==> src/rtl/handshake_const_check_pkg.sv <==
// Shared definitions for the constant-compare handshake block.
// Holds the FIFO occupancy encoding and the FIFO depth constant.
package handshake_const_check_pkg;

   localparam int FIFO_DEPTH = 2;
   localparam int PTR_WIDTH  = $clog2(FIFO_DEPTH);

   typedef enum logic [1:0] {
      OCC_EMPTY = 2'd0,
      OCC_ONE   = 2'd1,
      OCC_FULL  = 2'd2
   } occ_t;

endpackage

==> src/rtl/handshake_const_check_fifo2.sv <==
// Two-entry valid/ready FIFO.
// Readiness depends only on registered occupancy, so outs_ready never reaches in_ready.
module handshake_fifo2
   import handshake_const_check_pkg::*;
#(
   parameter int WIDTH = 1
) (
   input  logic             clk,
   input  logic             rst,
   input  logic [WIDTH-1:0] in_data,
   input  logic             in_valid,
   output logic             in_ready,
   output logic [WIDTH-1:0] out_data,
   output logic             out_valid,
   input  logic             out_ready
);

   occ_t                 state;
   occ_t                 next_state;
   logic [WIDTH-1:0]     mem [FIFO_DEPTH];
   logic [PTR_WIDTH-1:0] wr_ptr;
   logic [PTR_WIDTH-1:0] rd_ptr;
   logic                 push;
   logic                 pop;

   assign in_ready  = (state != OCC_FULL) && !rst;
   assign out_valid = (state != OCC_EMPTY);
   assign out_data  = mem[rd_ptr];
   assign push      = in_valid && in_ready;
   assign pop       = out_valid && out_ready;

   always_ff @(posedge clk or posedge rst) begin
      if (rst) begin
         state <= OCC_EMPTY;
      end else begin
         state <= next_state;
      end
   end

   always_comb begin
      next_state = state;
      case (state)
         OCC_EMPTY: if (push) next_state = OCC_ONE;
         OCC_ONE: begin
            if (push && !pop) begin
               next_state = OCC_FULL;
            end else if (pop && !push) begin
               next_state = OCC_EMPTY;
            end
         end
         OCC_FULL:  if (pop) next_state = OCC_ONE;
         default:   next_state = OCC_EMPTY;
      endcase
   end

   // Storage is cleared on reset so the head reads 0 while rst is held.
   always_ff @(posedge clk or posedge rst) begin
      if (rst) begin
         wr_ptr <= '0;
         rd_ptr <= '0;
         for (int i = 0; i < FIFO_DEPTH; i++) begin
            mem[i] <= '0;
         end
      end else begin
         if (push) begin
            mem[wr_ptr] <= in_data;
            wr_ptr      <= wr_ptr + PTR_WIDTH'(1);
         end
         if (pop) begin
            rd_ptr <= rd_ptr + PTR_WIDTH'(1);
         end
      end
   end

endmodule

==> src/rtl/handshake_const_check.sv <==
// Compares each accepted token against a constant, buffers the match bit
// through a two-entry FIFO and counts mismatches with saturation.
module handshake_const_check #(
   parameter int                    DATA_WIDTH  = 32,
   parameter logic [DATA_WIDTH-1:0] CONST_VALUE = DATA_WIDTH'(1),
   parameter int                    CNT_WIDTH   = 16
) (
   input  logic                  clk,
   input  logic                  rst,
   input  logic [DATA_WIDTH-1:0] ins,
   input  logic                  ins_valid,
   output logic                  ins_ready,
   output logic                  outs,
   output logic                  outs_valid,
   input  logic                  outs_ready,
   output logic [CNT_WIDTH-1:0]  mismatch_count
);

   logic match;
   logic in_xfer;

   assign match   = (ins == CONST_VALUE);
   assign in_xfer = ins_valid && ins_ready;

   handshake_fifo2 #(
      .WIDTH(1)
   ) u_fifo (
      .clk       (clk),
      .rst       (rst),
      .in_data   (match),
      .in_valid  (ins_valid),
      .in_ready  (ins_ready),
      .out_data  (outs),
      .out_valid (outs_valid),
      .out_ready (outs_ready)
   );

   // Counts at acceptance time, so downstream stalls never delay it.
   always_ff @(posedge clk or posedge rst) begin
      if (rst) begin
         mismatch_count <= '0;
      end else if (in_xfer && !match && (mismatch_count != '1)) begin
         mismatch_count <= mismatch_count + CNT_WIDTH'(1);
      end
   end

endmodule

==> config.mk <==
export PLATFORM = sky130hd
export DESIGN_NAME = handshake_const_check
export DESIGN_NICKNAME = d
export VERILOG_FILES = /design/src/rtl/handshake_const_check_pkg.sv /design/src/rtl/handshake_const_check_fifo2.sv /design/src/rtl/handshake_const_check.sv
export SDC_FILE = /design/constraint.sdc
export NUM_CORES = 1
export LEC_CHECK = 0
export CELL_PAD_IN_SITES_DETAIL_PLACEMENT = 1
export CELL_PAD_IN_SITES_GLOBAL_PLACEMENT = 2
export CORE_UTILIZATION = 24
export DETAILED_ROUTE_END_ITERATION = 6
export PLACE_DENSITY_LB_ADDON = 0.1
export SKIP_LAST_GASP = 1
export SLEW_MARGIN = 10
export SYNTH_ARGS = -nofsm -noshare
export SYNTH_HDL_FRONTEND = slang
export SYNTH_SLANG_ARGS = --single-unit
==> constraint.sdc <==
create_clock -name clk -period 2.2 [get_ports clk]
set_input_delay 0.22 -clock clk [delete_from_list [all_inputs] [get_ports clk]]
set_output_delay 0.22 -clock clk [all_outputs]
set_load 0.05 [all_outputs]
==> flow_summary.toml <==
[run_status]
status = "finished, final reports clean"

[sta]
max_slew_margin_pct = 65.9
period_needed_ns = 2.00
maxSlewViolCount = 0
max_freq_mhz = 501
skew_ns = 0.00784
report.final.hold_viol_count = 0
tightest_slew_ns = 0.510
setup_viol = 0
fin_crit_sh_pct = 90.7
fin_tns_setup_ns = 0
rsz0062_at_grt = "false"

[global_route]
grt_usage_pct = 13.7
grt_start_max_net_pins = 14
grt.overflow.total = 0
antenna_found_initial = 0
grt_pass1_vias = 1176
grt_first_pass_wirelength_um = 5570

[clocking]
post_cts_resized = 0
clk_latency_ns = 0.26
clkTransAtPathRegs_ns = 0.08
cts_setup_buffers = 0
cts.path.max_buffers = 2
cts.sinks = 22
cts_buffers = 3
hold_buffers = 0
cts_root_buffer = "clkbuf_8"
cts_tree = "yes"
htreeDepth = 1

[place]
dpl_cell_area_sq_um = 1850
gp_congestion = 0.701
dp_hpwl_um = 2750
port_buffers = 54

[final_layout]
utilization_pct = 40.4
drive_gt1_share_pct = 17.3
fin_nets = 206
antenna_cells = 0
syn2layout_area_growth_pct = 62.1
fin_area_sq_um = 1920

[detailed_routing]
drc_errors = 0
route.vias.total = 1058
wl_per_cell_um = 14.0
vias_per_cell = 4.50
drt_iter0_markers = 10
ant_nets = 0
wl_um = 3300
first_pass_iters = 2

[worst_setup_path]
critPathArrivalTime_ns = 2.14
critPathKind = "reg -> reg"
end_kind = "flop"
r2r_cells = 6
cpPeakStageDelay_ns = 0.59
startpoint_type = "flop"
critPathMaxFanout = 9
cp_slowest_cell = "or4_4"
path_cells = "ha_1 > nand4_2 > or4_4 > nand2_4 > nor2_2 > mux2_4"
required_ns = 2.34

[yosys]
yosysMostFrequentCell = "dfrtp_1"
syn_area_per_cell_sq_um = 11.3
synthFlopType = "dfrtp_1"
seq_area_frac_synth_pct = 46.4
synth_top_area_share_pct = 46.4
synth_cells = 105
synth_area_leaders = "dfrtp_1 (46%), xor2_1 (8.9%), nor4_1 (5.3%)"
yosys-top-cells-count = "dfrtp_1 (22), xor2_1 (12), nor4_1 (10), nor2_1 (6)"
synth.distinct_cells = 30
ys_warn_count = 0
syn_area_sq_um = 1190
async_reset_ff_share_pct = 100
synth_largest_area_cell = "dfrtp_1"
syn_nets = 142
synth-edff-count = 0
ys_seq_elements = 22

[die]
initial_utilization_pct = 24.9
io_pins = 55
core_area_sq_um = 4750
die-area_sq_um = 5230
die-height_um = 72.3
die_x_um = 72.3
rows = 25

[job]
cap_violations = 0

[pwr]
power_mw = 1.51
power_density_nw_per_um2 = 783
p_leak_nw = 0.812
ir_worst_vdd_mv = 0.336

[min_path]
min_path_type = "in -> async"
## path summary, 6_finish.rpt
kind / start / end / slack (ns)
setup / recovery: mismatch_count[0] / mismatch_count[1] / 0.20
hold / removal: rst / u_fifo.state[0] / 0.36
setup reg to reg: mismatch_count[0] / mismatch_count[1] / 0.20
hold reg to reg: mismatch_count[0] / mismatch_count[0] / 0.50
max in group asynchronous: rst / mismatch_count[9] / 1.31
min in group clk: mismatch_count[0] / mismatch_count[0] / 0.50
## worst max-delay path: cells and delay by family (launching register included)
kind | cells | cell delay [ns]
adder cells (fa/ha/maj) | 1 | 0.22
flip-flops | 1 | 0.40
multiplexers | 1 | 0.30
AND/OR/NAND/NOR | 4 | 0.96
## sequential cells by signal, summed over array words and instances (netlist names)
name,cells
u_fifo.state,2
u_fifo.mem,2
mismatch_count,16
u_fifo.rd_ptr,1
u_fifo.wr_ptr,1
## cells by family (layout without fill, tap and decap cells)
| group | after synthesis | count (layout) | share of synthesized area (%) |
|---|---|---|---|
| muxes | 5 | 5 | 4.96 |
| DFF | 22 | 22 | 46.4 |
| and+or+nand+nor | 51 | 51 | 29.9 |
| adders and majority gates | 1 | 1 | 1.05 |
| xor gates and xnor gates | 17 | 17 | 12.6 |
| AOI/OAI and AO/OA | 4 | 4 | 3.59 |
| buffers and inverters | 5 | 68 | 1.58 |
## routing by layer
layer,part of all wire (%),track usage (%),up-vias
met4,0.70,3.92,0
met1,46,17.4,508
li1,-,-,505
met5,0,0,-
met2,46,23.6,43
met3,7.7,2.92,2
## cell type report
cell class / count / area (sq um)
fill: 522 / 2830
multi-input combinational: 78 / 617
timing repair buffer: 60 / 583
sequential: 22 / 553
tap: 67 / 83.8
clock buffer: 3 / 41.3
clock inverter: 1 / 30.0
inverter: 4 / 15.0
## power by group
group          internal (mW)  switching (mW)  total (mW)
Combinational          0.240           0.311       0.551
Sequential             0.483          0.0991       0.582
Clock                  0.243           0.130       0.373
Total                  0.965           0.541        1.51
## metrics by stage
step,instances,hold WS [ns],worst slack [ns]
2_1_floorplan,105,0.209,0.122
3_3_place_gp,231,0.473,0.124
3_5_place_dp,231,0.485,0.120
4_1_cts,235,0.384,0.194
5_1_grt,235,0.425,0.120
6_report,235,0.363,0.205
## cells in the final DEF (no fill, tap or decap), types with 2 or more instances in the layout
cell	netlist	layout
a21oi_1	2	2
or2_2	2	2
buf_4	0	7
nor2_1	6	6
nand2_1	5	5
xor2_1	12	12
dfrtp_2	0	2
nor3_1	4	4
nor2b_1	2	2
clkdlybuf4s50_1	0	53
dfrtp_1	22	20
nor4b_1	3	3
nor4_1	10	10
xnor2_1	5	5
nand3_1	5	5
mux2_2	3	3
nor3b_1	2	2
nand4_1	2	2
clkbuf_8	0	3
nand4_2	3	3
inv_1	4	4
(Power assumes the default switching activity.)
